==> config.mk <==
export PLATFORM = sky130hd
export DESIGN_NAME = wb_initiator
export DESIGN_NICKNAME = d
export VERILOG_FILES = /design/src/rtl/wb_initiator_pkg.sv /design/src/rtl/wb_initiator.sv
export SDC_FILE = /design/constraint.sdc
export NUM_CORES = 1
export LEC_CHECK = 0
export CORE_AREA = 2 2 78 137
export CTS_BUF_LIST = sky130_fd_sc_hd__clkbuf_8
export DETAILED_ROUTE_END_ITERATION = 6
export DIE_AREA = 0 0 80 139
export GPL_ROUTABILITY_DRIVEN = 1
export PLACE_DENSITY = 0.95
export SYNTH_ARGS = -nofsm -noshare
export SYNTH_HDL_FRONTEND = slang
export SYNTH_SLANG_ARGS = --single-unit
==> constraint.sdc <==
create_clock -name wb_clk_i -period 2.92 [get_ports wb_clk_i]
set_input_delay 0.876 -clock wb_clk_i [delete_from_list [all_inputs] [get_ports wb_clk_i]]
set_output_delay 0.876 -clock wb_clk_i [all_outputs]
set_load 0.005 [all_outputs]
==> src/rtl/wb_initiator_pkg.sv <==
// rtl/wb_initiator_pkg.sv - shared state encodings and defaults for the Wishbone initiator
package wb_initiator_pkg;

  typedef enum logic [1:0] {
    ST_IDLE = 2'd0,
    ST_BUS  = 2'd1,
    ST_RESP = 2'd2
  } wb_state_e;

  localparam int WB_AW_DEFAULT = 32;
  localparam int WB_DW_DEFAULT = 32;

  // Read data returned for writes and timed-out cycles; sliced to DW by users.
  localparam logic [63:0] WB_ERR_DAT = '0;

endpackage

==> src/rtl/wb_initiator.sv <==
// rtl/wb_initiator.sv - Wishbone classic single-cycle master with valid/ready command and response ports
module wb_initiator
  import wb_initiator_pkg::*;
#(
  parameter int TIMEOUT = 255,
  parameter int AW      = WB_AW_DEFAULT,
  parameter int DW      = WB_DW_DEFAULT
) (
  input  logic            wb_clk_i,
  input  logic            reset_n,
  input  logic            cmd_valid,
  output logic            cmd_ready,
  input  logic            cmd_we,
  input  logic [AW-1:0]   cmd_adr,
  input  logic [DW-1:0]   cmd_dat,
  input  logic [DW/8-1:0] cmd_sel,
  output logic            rsp_valid,
  input  logic            rsp_ready,
  output logic [DW-1:0]   rsp_dat,
  output logic            rsp_err,
  output logic            wbm_cyc_o,
  output logic            wbm_stb_o,
  output logic            wbm_we_o,
  output logic [DW/8-1:0] wbm_sel_o,
  output logic [AW-1:0]   wbm_adr_o,
  output logic [DW-1:0]   wbm_dat_o,
  input  logic            wbm_ack_i,
  input  logic [DW-1:0]   wbm_dat_i,
  output logic            busy
);

  localparam int CW = $clog2(TIMEOUT + 1);
  localparam logic [CW-1:0] CNT_LAST = CW'(TIMEOUT - 1);

  wb_state_e       state, state_d;
  logic            cyc_d, we_d, rsp_valid_d, rsp_err_d;
  logic [DW/8-1:0] sel_d;
  logic [AW-1:0]   adr_d;
  logic [DW-1:0]   dat_d, rsp_dat_d;
  logic [CW-1:0]   cnt, cnt_d;

  assign cmd_ready = (state == ST_IDLE);
  assign busy      = (state != ST_IDLE);
  assign wbm_stb_o = wbm_cyc_o;

  always_ff @(posedge wb_clk_i or negedge reset_n) begin
    if (!reset_n) begin
      state     <= ST_IDLE;
      wbm_cyc_o <= 1'b0;
      wbm_we_o  <= 1'b0;
      wbm_sel_o <= '0;
      wbm_adr_o <= '0;
      wbm_dat_o <= '0;
      rsp_valid <= 1'b0;
      rsp_err   <= 1'b0;
      rsp_dat   <= '0;
      cnt       <= '0;
    end else begin
      state     <= state_d;
      wbm_cyc_o <= cyc_d;
      wbm_we_o  <= we_d;
      wbm_sel_o <= sel_d;
      wbm_adr_o <= adr_d;
      wbm_dat_o <= dat_d;
      rsp_valid <= rsp_valid_d;
      rsp_err   <= rsp_err_d;
      rsp_dat   <= rsp_dat_d;
      cnt       <= cnt_d;
    end
  end

  always_comb begin
    state_d     = state;
    cyc_d       = wbm_cyc_o;
    we_d        = wbm_we_o;
    sel_d       = wbm_sel_o;
    adr_d       = wbm_adr_o;
    dat_d       = wbm_dat_o;
    rsp_valid_d = rsp_valid;
    rsp_err_d   = rsp_err;
    rsp_dat_d   = rsp_dat;
    cnt_d       = cnt;
    case (state)
      ST_IDLE: begin
        if (cmd_valid) begin
          we_d    = cmd_we;
          sel_d   = cmd_sel;
          adr_d   = cmd_adr;
          dat_d   = cmd_dat;
          cyc_d   = 1'b1;
          cnt_d   = '0;
          state_d = ST_BUS;
        end
      end
      ST_BUS: begin
        // An ack arriving on the timeout edge still completes the cycle normally.
        if (wbm_ack_i) begin
          cyc_d       = 1'b0;
          we_d        = 1'b0;
          rsp_valid_d = 1'b1;
          rsp_err_d   = 1'b0;
          rsp_dat_d   = wbm_we_o ? WB_ERR_DAT[DW-1:0] : wbm_dat_i;
          state_d     = ST_RESP;
        end else if (cnt == CNT_LAST) begin
          cyc_d       = 1'b0;
          rsp_valid_d = 1'b1;
          rsp_err_d   = 1'b1;
          rsp_dat_d   = WB_ERR_DAT[DW-1:0];
          state_d     = ST_RESP;
        end else begin
          cnt_d = cnt + CW'(1);
        end
      end
      ST_RESP: begin
        if (rsp_ready) begin
          rsp_valid_d = 1'b0;
          state_d     = ST_IDLE;
        end
      end
      default: state_d = ST_IDLE;
    endcase
  end

endmodule

==> impl_metrics.csv <==
group,metric,value,unit
clock_network,clockBufferDepth,2,
power_and_ir_drop,power_density,1050,nW/um^2
logic_synthesis,yosysMostFrequentCell,"nand2_1",
timing,skew,10.1,ps
timing,hold_slack,331,ps
floorplan,dieArea,11100,sq um
clock_network,postCtsHoldBufs,0,
setup_path,critical_path_required,2040,ps
logic_synthesis,synth-edff-count,0,
timing,period_minus_slack,2590,ps
placement,port_buffers,212,
global_routing,grt_pass1_wl,20.2,mm
logic_synthesis,syn_area,4410,sq um
clock_network,postCtsResizedCells,0,
clock_network,cts-htree-levels,4,
setup_path,rr_endpoint,"rsp_dat[11]$_DFFE_PN0P_",
timing,finalSetupTns,0,ps
global_routing,grt_max_degree,66,
timing,slew_violations,0,
route,wl,12.8,mm
global_routing,grt-ovfl-total,0,
timing,rsz0062_at_grt,"false",
timing,final_hold_viol_count,0,
power_and_ir_drop,leakage,3.38,nW
finish,drive_gt1_frac,0.0726,
global_routing,grt.busiest_layer,"met2",
global_routing,met3_usage,0.0814,
placement,postPlaceCellArea,6650,sq um
logic_synthesis,synthTopCellsByArea,"dfrtp_1 65%, nand2_1 18%, a22o_1 6.5%, buf_2 1.4%, nand3_1 0.79%",
setup_path,path_max_fanout,4,
power_and_ir_drop,vdd_drop_max,0.656,mV
logic_synthesis,yosysWarnings,0,
finish,multi_input_area,1420,sq um
setup_path,reg2reg_depth,6,
logic_synthesis,synth_seq_cells,114,
finish,ff_latch_area,2850,sq um
route,final_antenna_net_count,0,
floorplan,die_w,80,microns
logic_synthesis,ys_async_sr_fraction,1.00,
setup_path,critPathLaunchType,"flop",
logic_synthesis,synth_top_area_share,0.646,
timing,period_share,0.888,
clock_network,postCtsSetupBuffers,0,
global_routing,grt.total_usage,0.237,
placement,placed_cells,756,
timing,setup_viol,0,
finish,nets,756,
global_routing,grtUsageMet1,0.234,
route,vias,3941,
global_routing,grt_pass1_vias,4103,
placement,gp_congestion,0.778,
timing,worst_pin_slew,507,ps
clock_network,clkTransAtPathRegs,80,ps
logic_synthesis,syn_nets,542,
setup_path,r2r_slack,1070,ps
clock_network,clk_latency,430,ps
clock_network,cts_buffers,17,
route,via_per_inst,5.00,
logic_synthesis,synth.top_cells.by_count,"212 x nand2_1, 114 x dfrtp_1, 33 x a22o_1",
setup_path,criticalPathCategory,"reg -> out",
finish,nFillCells,708,
worst_hold_path,hp-class,"in -> async",
job,maxCapViolations,0,
route,drc,0,
floorplan,die_y,139,microns
floorplan,io_pins,213,
global_routing,antenna_found_initial,0,
clock_network,clock_sinks,114,
logic_synthesis,synth_seq_area_share,0.646,
clock_network,cts_tree,"built",
floorplan,initial_utilization,0.439,
floorplan,core,10100,sq um
floorplan,core.rowCount,49,
logic_synthesis,postSynthCellCount,434,
route,routedWlPerCell,16.2,microns
setup_path,endpoint_kind,"output pin",
outcome,status,"finished, final reports clean",
finish,synthToLayoutAreaGrowth,60.8,%
timing,max_slew_margin,0.660,
logic_synthesis,synth_top_cell_by_area,"dfrtp_1",
finish,fin_cells,788,
logic_synthesis,synthFlopType,"dfrtp_1",
finish,final_util,0.706,
placement,hpwl,9.44,mm
finish,postLayoutCellArea,7100,sq um
timing,max_freq,0.386,GHz
route,dr.pass1.iters,4,
route,drtIter0Drc,177,
setup_path,arrival,1720,ps
clock_network,cts_root_buf,"clkbuf_8",
global_routing,met2_usage,0.437,
setup_path,crit-reg2reg-launch,"cnt[0]$_DFFE_PN0P_",
finish,antenna_cells,0,
logic_synthesis,syn_area_per_cell,10.2,sq um
logic_synthesis,synth_cell_types,30,
-- worst max-delay path, cell delays in order, from the launching register on --
cell,delay [ps]
dfrtp_1,410
nor2_1,300
clkdlybuf4s50_1,570
-- per-stage QoR --
stage,worst slack [ps],power (mW)
after floorplan,1290,3.88
after global placement,679,5.69
after detailed placement,623,5.88
after CTS,278,7.56
after global routing,255,7.95
final,327,7.49
-- area by class of cell --
cell class,count,share of cell area
tap,127,0.0224
inverter,5,0.00264
clock inverter,14,0.0286
sequential,114,0.402
clock buffer,18,0.0349
timing repair buffer,218,0.310
multi-input combinational,292,0.200
-- registers in the layout (all words and copies together) (netlist names) --
name       count
wbm_cyc_o      1
wbm_we_o       1
wbm_sel_o      4
state          2
rsp_valid      1
rsp_err        1
wbm_adr_o     32
rsp_dat       32
cnt            8
wbm_dat_o     32
-- report_power, final --
| group | internal (mW) | leakage [nW] | total (mW) | switching (mW) |
|---|---|---|---|---|
| Clock | 0.967 | 0.225 | 1.64 | 0.668 |
| Sequential | 2.32 | 1.43 | 2.77 | 0.452 |
| Combinational | 1.84 | 1.73 | 3.08 | 1.25 |
-- cells in the final DEF, fill, tap and decap left out, types with 2 or more instances in the layout --
cell             count
buf_12               3
nand2_2              2
a31oi_1              3
clkbuf_8            18
buf_4                4
nor2_1               4
mux2i_1              3
o21ai_1              2
inv_1                5
nand3_1              7
a21o_1               2
inv_6                4
a22o_1              33
dfrtp_1            114
bufinv_16            4
a21oi_1              4
nand2_1            212
clkdlybuf4s50_1    211
clkinv_4             4
o21ai_0              5
ha_1                 2
nor3_1               2
-- layer usage --
metal / vias to the layer above / routed length [microns] / part of all wire
li1: 1836 / - / -
met4: 0 / 340 / 0.027
met2: 162 / 7250 / 0.57
met1: 1909 / 4400 / 0.34
met3: 34 / 761 / 0.060
met5: - / 0 / 0
-- kinds of logic after synthesis --
| logic type | count (synthesis) | synth area share |
|---|---|---|
| compound gates | 53 | 0.0964 |
| fa+ha+maj | 2 | 0.00567 |
| buf+inv | 28 | 0.0332 |
| flops | 114 | 0.646 |
| mux | 3 | 0.00680 |
| simple gates | 234 | 0.212 |
-- worst max-delay path by stage --
stage | from | end | cells after the start
2_1_floorplan | wbm_ack_i | cnt[6]$_DFFE_PN0P_ | 4
3_3_place_gp | cmd_valid | wbm_adr_o[30]$_DFFE_PN0P_ | 5
3_5_place_dp | cmd_valid | wbm_dat_o[31]$_DFFE_PN0P_ | 5
4_1_cts | state[0]$_DFFE_PN0P_ | cmd_ready | 2
5_1_grt | state[0]$_DFFE_PN0P_ | cmd_ready | 2
6_report | state[0]$_DFFE_PN0P_ | cmd_ready | 2
(Power assumes the default switching activity.)
